## src/rtl/bus_datapath_pkg.sv

```systemverilog
// Shared definitions for the single-bus datapath.
// Bus source/sink indices, memory FSM states, CON codes.
package bus_datapath_pkg;

  localparam int N_SRC = 9;
  localparam int N_DST = 11;

  localparam int SRC_RSEL  = 0;
  localparam int SRC_HI    = 1;
  localparam int SRC_LO    = 2;
  localparam int SRC_ZHI   = 3;
  localparam int SRC_ZLO   = 4;
  localparam int SRC_PC    = 5;
  localparam int SRC_MDR   = 6;
  localparam int SRC_IN    = 7;
  localparam int SRC_CSEXT = 8;

  localparam int DST_RSEL = 0;
  localparam int DST_HI   = 1;
  localparam int DST_LO   = 2;
  localparam int DST_Y    = 3;
  localparam int DST_Z    = 4;
  localparam int DST_PC   = 5;
  localparam int DST_IR   = 6;
  localparam int DST_MAR  = 7;
  localparam int DST_MDR  = 8;
  localparam int DST_CON  = 9;
  localparam int DST_OUT  = 10;

  typedef enum logic {
    MS_IDLE = 1'b0,
    MS_REQ  = 1'b1
  } mem_state_e;

  localparam logic [1:0] CON_EQZ = 2'b00;
  localparam logic [1:0] CON_NEZ = 2'b01;
  localparam logic [1:0] CON_POS = 2'b10;
  localparam logic [1:0] CON_NEG = 2'b11;

endpackage

```

## src/rtl/bus_datapath_mc_mem_seq.sv

```systemverilog
// Memory request sequencer: IDLE/REQ handshake with
// a no-ack timeout and sticky error reporting.
module mem_seq
  import bus_datapath_pkg::*;
#(
  parameter int MEM_TMO = 15
) (
  input  logic clk,
  input  logic clr,
  input  logic mem_rd,
  input  logic mem_wr,
  input  logic mem_ack,
  output logic busy,
  output logic mem_req,
  output logic mem_we,
  output logic rd_done,
  output logic mem_err
);

  localparam logic [7:0] TMO_LAST = 8'(MEM_TMO - 1);

  mem_state_e state;
  logic [7:0] cnt;
  logic       start;

  assign start   = mem_rd | mem_wr;
  assign mem_req = (state == MS_REQ);
  assign busy    = mem_req;
  assign rd_done = mem_req & mem_ack & ~mem_we;

  // Request state, write qualifier, timeout counter, sticky error
  always_ff @(posedge clk) begin
    if (clr) begin
      state   <= MS_IDLE;
      cnt     <= '0;
      mem_we  <= 1'b0;
      mem_err <= 1'b0;
    end else begin
      case (state)
        MS_IDLE: begin
          if (start) begin
            state  <= MS_REQ;
            mem_we <= mem_wr;
            cnt    <= '0;
          end
        end
        MS_REQ: begin
          if (start)
            mem_err <= 1'b1;
          if (mem_ack) begin
            state <= MS_IDLE;
          end else if (cnt == TMO_LAST) begin
            state   <= MS_IDLE;
            mem_err <= 1'b1;
          end else begin
            cnt <= cnt + 8'd1;
          end
        end
        default: state <= MS_IDLE;
      endcase
    end
  end

endmodule

```

## src/rtl/bus_datapath_mc.sv

```systemverilog
// Single-bus multi-cycle datapath: register file, special
// registers, one-hot bus, CON logic and memory port.
module bus_datapath_mc
  import bus_datapath_pkg::*;
#(
  parameter int          DATA_W   = 32,
  parameter int          NUM_REGS = 16,
  parameter int          ADDR_W   = 9,
  parameter int unsigned PC_INIT  = 0,
  parameter int          MEM_TMO  = 15
) (
  input  logic                  clk,
  input  logic                  clr,
  input  logic [N_SRC-1:0]      src_sel,
  input  logic [N_DST-1:0]      dst_en,
  input  logic [2:0]            gr_sel,
  input  logic                  ba_out,
  input  logic                  inc_pc,
  input  logic                  mem_rd,
  input  logic                  mem_wr,
  output logic                  busy,
  output logic                  con_out,
  output logic [DATA_W-1:0]     ir,
  output logic [DATA_W-1:0]     alu_a,
  output logic [DATA_W-1:0]     alu_b,
  input  logic [2*DATA_W-1:0]   alu_res,
  output logic                  mem_req,
  output logic                  mem_we,
  output logic [ADDR_W-1:0]     mem_addr,
  output logic [DATA_W-1:0]     mem_wdata,
  input  logic [DATA_W-1:0]     mem_rdata,
  input  logic                  mem_ack,
  input  logic [DATA_W-1:0]     in_port,
  output logic [DATA_W-1:0]     out_port,
  output logic                  bus_err,
  output logic                  mem_err
);

  localparam int RI_W = $clog2(NUM_REGS);
  localparam logic [DATA_W-1:0] PC_RST = DATA_W'(PC_INIT);

  logic [DATA_W-1:0]   regs [NUM_REGS];
  logic [DATA_W-1:0]   hi, lo, y, pc, mdr, in_reg;
  logic [2*DATA_W-1:0] z;
  logic [ADDR_W-1:0]   mar;
  logic [DATA_W-1:0]   bus, rsel_val, csext;
  logic [3:0]          field;
  logic [RI_W-1:0]     idx;
  logic                multi, con_next, rd_done;

  // Register field chosen by Gra > Grb > Grc, else R0
  always_comb begin
    field = 4'd0;
    priority case (1'b1)
      gr_sel[2]: field = ir[26:23];
      gr_sel[1]: field = ir[22:19];
      gr_sel[0]: field = ir[18:15];
      default:   field = 4'd0;
    endcase
  end

  assign idx      = field[RI_W-1:0];
  assign rsel_val = (ba_out && idx == '0) ? '0 : regs[idx];
  assign csext    = {{(DATA_W-19){ir[18]}}, ir[18:0]};
  assign multi    = |(src_sel & (src_sel - 9'd1));

  // Bus source mux: lowest set source index wins
  always_comb begin
    bus = '0;
    priority case (1'b1)
      src_sel[SRC_RSEL]:  bus = rsel_val;
      src_sel[SRC_HI]:    bus = hi;
      src_sel[SRC_LO]:    bus = lo;
      src_sel[SRC_ZHI]:   bus = z[2*DATA_W-1:DATA_W];
      src_sel[SRC_ZLO]:   bus = z[DATA_W-1:0];
      src_sel[SRC_PC]:    bus = pc;
      src_sel[SRC_MDR]:   bus = mdr;
      src_sel[SRC_IN]:    bus = in_reg;
      src_sel[SRC_CSEXT]: bus = csext;
      default:            bus = '0;
    endcase
  end

  // Branch condition evaluated on the current bus value
  always_comb begin
    con_next = 1'b0;
    case (ir[20:19])
      CON_EQZ: con_next = (bus == '0);
      CON_NEZ: con_next = (bus != '0);
      CON_POS: con_next = ~bus[DATA_W-1];
      CON_NEG: con_next = bus[DATA_W-1];
      default: con_next = 1'b0;
    endcase
  end

  assign alu_a     = y;
  assign alu_b     = bus;
  assign mem_addr  = mar;
  assign mem_wdata = mdr;

  // General register file
  always_ff @(posedge clk) begin
    if (clr) begin
      for (int i = 0; i < NUM_REGS; i++)
        regs[i] <= '0;
    end else if (dst_en[DST_RSEL]) begin
      regs[idx] <= bus;
    end
  end

  // Special registers, I/O ports and sticky bus error
  always_ff @(posedge clk) begin
    if (clr) begin
      hi       <= '0;
      lo       <= '0;
      y        <= '0;
      z        <= '0;
      pc       <= PC_RST;
      ir       <= '0;
      in_reg   <= '0;
      out_port <= '0;
      con_out  <= 1'b0;
      bus_err  <= 1'b0;
    end else begin
      in_reg <= in_port;
      if (dst_en[DST_HI])  hi       <= bus;
      if (dst_en[DST_LO])  lo       <= bus;
      if (dst_en[DST_Y])   y        <= bus;
      if (dst_en[DST_Z])   z        <= alu_res;
      if (dst_en[DST_IR])  ir       <= bus;
      if (dst_en[DST_OUT]) out_port <= bus;
      if (dst_en[DST_CON]) con_out  <= con_next;
      if (dst_en[DST_PC])
        pc <= bus;
      else if (inc_pc)
        pc <= pc + 1'b1;
      if (multi)
        bus_err <= 1'b1;
    end
  end

  // Memory address/data registers, frozen while a request is open
  always_ff @(posedge clk) begin
    if (clr) begin
      mar <= '0;
      mdr <= '0;
    end else begin
      if (dst_en[DST_MAR] && !busy)
        mar <= bus[ADDR_W-1:0];
      if (rd_done)
        mdr <= mem_rdata;
      else if (dst_en[DST_MDR] && !busy)
        mdr <= bus;
    end
  end

  mem_seq #(
    .MEM_TMO(MEM_TMO)
  ) u_mem_seq (
    .clk     (clk),
    .clr     (clr),
    .mem_rd  (mem_rd),
    .mem_wr  (mem_wr),
    .mem_ack (mem_ack),
    .busy    (busy),
    .mem_req (mem_req),
    .mem_we  (mem_we),
    .rd_done (rd_done),
    .mem_err (mem_err)
  );

endmodule

```

## config.mk

```make
export PLATFORM = sky130hd
export DESIGN_NAME = bus_datapath_mc
export DESIGN_NICKNAME = d
export VERILOG_FILES = /design/src/rtl/bus_datapath_pkg.sv /design/src/rtl/bus_datapath_mc_mem_seq.sv /design/src/rtl/bus_datapath_mc.sv
export SDC_FILE = /design/constraint.sdc
export NUM_CORES = 2
export LEC_CHECK = 0
export BUFFER_PORTS_ARGS = -buffer_cell sky130_fd_sc_hd__buf_4
export CORE_ASPECT_RATIO = 0.8
export CORE_MARGIN = 2
export CORE_UTILIZATION = 60
export CTS_CLUSTER_DIAMETER = 100
export DETAILED_ROUTE_END_ITERATION = 10
export PLACE_DENSITY = 0.8
export SETUP_SLACK_MARGIN = 0.4
export SYNTH_ARGS = -nofsm -noshare
export SYNTH_HDL_FRONTEND = slang
export SYNTH_SLANG_ARGS = --single-unit
```

## constraint.sdc

```tcl
create_clock -name clk -period 12.1 [get_ports clk]
set_input_delay 2.42 -clock clk [delete_from_list [all_inputs] [get_ports clk]]
set_output_delay 2.42 -clock clk [all_outputs]
set_load 0.005 [all_outputs]
```

Yosys cells after proc, flatten, opt, wreduce, memory -nomap -nowiden
Memories as Yosys holds them, arrays and structs flattened.
Index checks and enable logic that the tools add are counted.
- output and inout bits: 175
- word-level logic and storage cells: 85
- memories: 1
- bits in registers: 342
- input bits: 158
- memory bits (writable): 512
- eq/ne operators: 7
- bitwise gates (word level): 7
- mux-type cells: 37
- add/subtract/negate cells: 3
- reduce and logical (&&, ||, !) cells: 14
- memories (name ; words ; bits a word ; read ports ; clocked after memory_dff ; write ports ; line ; source):
    regs ; 16 ; 32 ; 1 ; 0 ; 16 ; bus_datapath_mc.sv:42 ; logic [DATA_W-1:0] regs [NUM_REGS];
- operators with widths (operator ; count):
    two-way mux 32 bit ; 15
    adder 32 x 1 -> 32 bit, second input constant ; 1
    logical NOT 32 bit ; 1
    nonzero test 32 bit ; 1
    OR reduction 32 bit ; 1
    two-way mux 8 bit ; 3
    two-way mux 4 bit ; 4
    case mux 8 bit (2 select lines) ; 1
    two-way mux 1 bit ; 12
    AND 9 bit ; 1
    OR reduction 9 bit ; 1
    subtractor 9 x 1 -> 9 bit, second input constant ; 1
    adder 8 x 1 -> 8 bit, second input constant ; 1
    equality test 8 x 4 -> 1 bit, second input constant ; 1
    equality test 2 bit, second input constant ; 2
    logical NOT 4 bit ; 1
    != test 2 bit, second input constant ; 2
    case mux 1 bit (4 select lines) ; 1
    nonzero test 2 bit ; 2
    logical AND 1 bit ; 3
    inverter 1 bit ; 3
    AND reduction 3 bit ; 1
    AND 1 bit ; 2
    equality test 2 x 1 -> 1 bit, second input constant ; 1
    other kinds (6) ; 6

Longest topological paths before layout
- depth in word-level cells: 11
- mapped depth: 18
- mapped depth without buffers: 11

By module
From an unflattened synthesis, not the netlist that was laid out.
- cell total of the unflattened synthesis: 3732
- area total of the unflattened synthesis: 38374.3 µm²
- modules (own cells, without submodules) (module ; times used ; area each (µm²) ; cells each):
    bus_datapath_mc ; 1 ; 37765.0 ; 3664
    mem_seq ; 1 ; 609.3 ; 68

Least setup slack after synthesis
No wires, ideal clock.
- path type: input to output
- start point: input port gr_sel[2]
- end point: output port alu_b[18]
- path buffers: 8
- required time: 9.680 ns
- arrival time: 5.029 ns
- stages: 16
- slack: 4.651 ns
- cells stage by stage: buf_4 > nand2b_1 > buf_6 > a21boi_4 > buf_6 > buf_6 > buf_6 > buf_6 > buf_2 > mux2i_1 > o22ai_1 > nor4_1 > nor3_2 > nor2_1 > buf_2 > inv_1
- longest elaborated chain between the ends: 5
- ends and longest elaborated chain (element ; line ; source):
    from (decl) ; bus_datapath_mc.sv:16 ; input logic [2:0] gr_sel,
    two-way mux 4 bit * ; bus_datapath_mc.sv:54 ; priority case (1'b1)
    parallel branches: the longest is 2 deep, another holds memory (16 x 32 bit) ; -- ;
    two-way mux 32 bit * ; bus_datapath_mc.sv:63 ; assign rsel_val = (ba_out && idx == '0) ? '0 : regs[idx];
    two-way mux 32 bit * ; bus_datapath_mc.sv:70 ; priority case (1'b1)
    to (decl) ; bus_datapath_mc.sv:25 ; output logic [DATA_W-1:0] alu_b,
Every way passes the cells marked *.

Worst setup path after layout
- start point: input port gr_sel[1]
- end point: output port alu_b[23]
- longest elaborated chain between the ends: 6
- ends and longest elaborated chain (element ; line):
    two-way mux 4 bit * (2 in a row) ; bus_datapath_mc.sv:54
    parallel branches: the longest is 2 deep, another holds memory (16 x 32 bit) ; --
    two-way mux 32 bit * ; bus_datapath_mc.sv:63
    two-way mux 32 bit * ; bus_datapath_mc.sv:70
Marks and branches as above.

==> results.yml <==
run_status:
  outcome: "finished clean"
floorplanning:
  fp.coreArea_um2: 61420
  die_x_um: 283.3
  die_area_um2: 64430
  ios: 333
  initial_core_util: 0.6096
  rows: 81
  die_h_um: 227.4
finish:
  nNetsFinal: 3919
  fin_util: 0.6971
  syn2layout_area_growth_pct: 14.35
  layout-drive-gt1-share: 0.1596
  layout_commonest_cell: "nor2_1"
  top_register: "regs"
  nFillCells: 4509
  multi_input_area_um2: 13640
  largest_register_ffs: 512
  final_cell_mix: "nor2_1, edfxtp_1, buf_4, dfxtp_1, nand2_1"
  register_area_um2: 22220
  top_regs: "regs (512), z (64)"
critical_path:
  cp_max_fo: 25
  critPathCapture: "alu_b[23]"
  reg2regPathDepth: 11
  cp.required_ns: 9.68
  r2r_end: "con_out$_SDFFE_PP0P_"
  arrival_ns: 6.38
  crit_path_frequent_cell: "buf_4"
  reg2reg_slack_ns: 6.85
  crit_start: "gr_sel[1]"
  endpoint_kind: "output port"
  worst_setup_path_start_kind: "primary input"
  slowest_delay_ns: 0.90
  cp_slowest_cell: "a2111oi_0"
  critical_path.cell_chain: "buf_4, nand3b_1, a21oi_4, buf_4, mux4_2, a2111oi_0, o31a_1, buf_4, inv_1, buf_4"
  regToRegStartpoint: "ir[23]$_SDFFE_PP0P_"
  crit_type: "primary input to output port"
synth:
  ys_seq_area_frac: 0.5935
  synth-async-reset-ratio: 0
  synth_top_cell_by_area: "edfxtp_1"
  synth_fp_nets: 3755
  synth_ff_type: "edfxtp_1"
  synth.yosys.warnings: 0
  syn-instance-count: 3594
  synth_edf_count: 512
  avgSynthCellArea_um2: 10.42
  synth.area.top_cells: "edfxtp_1, dfxtp_1, nor2_1, mux2i_1, a211oi_1"
  synth_area_um2: 37440
  yosysUniqueCellTypes: 78
  synth-seq-cells: 854
  yosysTopAreaCellShare: 0.4106
clocking:
  cts_htree_levels: 3
  ctsResizeCount: 0
  cts_buffers: 81
  path_clk_slew_ns: 0.06
  cts_tree: "yes"
  root_buffer: "clkbuf_16"
  insertion_delay_ns: 0.65
  postCtsSetupBuffers: 0
  cts_sinks: 854
  hold_buffers: 0
  max-clock-path-buffers: 3
drt:
  wirelength_mm: 137.4
  drtIter0Drc: 6033
  post_drt_wl_per_cell_um: 29.51
  via_per_inst: 6.744
  firstDrtPassIters: 9
  drc: 0
  ant_nets: 0
  vias: 31405
power:
  share_comb_of_total_power: 0.170
  seqPwrFrac: 0.479
  p_clk_frac: 0.351
  p_sw_frac: 0.2939
  p_sw_w: 0.002050
  vdd_drop_max_mv: 0.1197
  internal_power_w: 0.004924
  p_per_area_nw_per_um2: 162.9
  total_power_w: 0.006974
  p_leak_nw: 16.50
sta:
  rsz0062_at_grt: "false"
  tns_ns: 0
  layout_min_cycle_time_ns: 8.803
  fin_skew_ns: 0.02501
  hold_slack_ns: 0.4803
  finalSetupViolations: 0
  slew_headroom: 0.08805
  hold_viol_final: 0
  slew_viol_final: 0
  tightest_slew_ns: 1.351
  fmax_ghz: 0.1136
  fin_crit_sh: 0.7275
min_path:
  min_path_type: "flip-flop to flip-flop"
global_route:
  grt_pass1_vias: 28585
  gr-total-overflow: 0
  grt_pass1_wl_mm: 193.9
  grt_start_max_net_pins: 118
  antenna_found_initial: 6
  grt_usage: 0.4136
run:
  cap_violations: 0
placement:
  port_buffers: 332
  dp_hpwl_mm: 86.53
  finalWeightedCongestion: 1.013
[layer usage]
metal,wire length [um],part of all wire,up-vias,track usage
li1,-,-,13064,-
met2,56050,0.41,2879,0.5656
met5,112,0.00081,-,0.01544
met4,7785,0.057,4,0.2040
met3,24830,0.18,472,0.1739
met1,48650,0.35,14986,0.5644
[metrics by stage]
stage,instances,worst slack [ns],cell area [um2]
detailed placement,4504,3.584,40320
finish,4657,3.297,42810
global placement,4504,3.606,40320
global route,4656,3.351,42810
CTS,4651,3.548,42790
floorplan,3594,4.651,37440
[power groups by stage]
stage | Clock [W] | Sequential (W) | Combinational [W]
floorplan | 0 | 0.00336 | 0.000597
global placement | 0 | 0.00339 | 0.00110
detailed placement | 0 | 0.00339 | 0.00111
CTS | 0.00244 | 0.00333 | 0.00112
global route | 0.00255 | 0.00335 | 0.00120
finish | 0.00245 | 0.00334 | 0.00119
[worst min path at each step]
stage	startpoint	to	slack, ns	cells after the start
3_5_place_dp	u_mem_seq.mem_err$_SDFFE_PP0P_	u_mem_seq.mem_err$_SDFFE_PP0P_	0.46	2
3_3_place_gp	u_mem_seq.mem_err$_SDFFE_PP0P_	u_mem_seq.mem_err$_SDFFE_PP0P_	0.46	2
6_report	u_mem_seq.mem_err$_SDFFE_PP0P_	u_mem_seq.mem_err$_SDFFE_PP0P_	0.48	2
4_1_cts	u_mem_seq.mem_err$_SDFFE_PP0P_	u_mem_seq.mem_err$_SDFFE_PP0P_	0.48	2
2_1_floorplan	z[51]$_SDFFE_PP0P_	z[51]$_SDFFE_PP0P_	0.45	2
5_1_grt	out_port[8]$_SDFFE_PP0P_	out_port[8]$_SDFFE_PP0P_	0.50	2
[logic make-up after synthesis]
group / Yosys count / share of synthesized area
and+or+nand+nor: 1445 / 0.1611
adders and majority gates: 4 / 0.001270
xor gates and xnor gates: 37 / 0.008655
DFF: 854 / 0.5935
buffers and inverters: 405 / 0.04568
muxes: 223 / 0.06974
AOI/OAI and AO/OA: 626 / 0.1201
[area by class of cell]
cell class / count / area share
clock inverters: 37 / 0.006459
diodes: 5 / 0.0002922
repair buffers: 419 / 0.07417
multi-input cells: 2335 / 0.3185
flip-flops and latches: 854 / 0.5190
clock buffers: 110 / 0.05141
well taps: 830 / 0.02426
inverters: 67 / 0.005874
[synth_stat cells, types with 7 or more instances]
cell type / instances
buf_2: 41
a221oi_1: 52
o21ai_0: 37
and3_1: 15
nor2_1: 918
dfxtp_1: 342
a31oi_1: 14
o31a_1: 12
nand4_1: 18
nand3_1: 59
nand3b_1: 11
a211oi_1: 197
nand2b_1: 28
mux4_2: 30
a221o_1: 11
a211o_1: 12
a32oi_1: 12
o22ai_1: 28
o21a_1: 11
nor4_1: 9
a22oi_1: 19
a2111oi_0: 8
edfxtp_1: 512
buf_4: 13
mux2i_1: 190
a21oi_1: 138
nor3_1: 19
nand2_1: 280
nor3b_1: 7
a21o_1: 7
clkbuf_1: 259
xor2_1: 13
inv_1: 66
buf_6: 12
buf_1: 13
xnor2_1: 24
nor2b_1: 43
[critical path, delay by kind of cell]
family	cells	cell delay, ns
AO/OA/AOI/OAI	3	1.89
buffers and inverters	5	1.30
multiplexers	1	0.41
AND/OR/NAND/NOR	1	0.31
No activity file was read; power rests on OpenSTA's default activity.
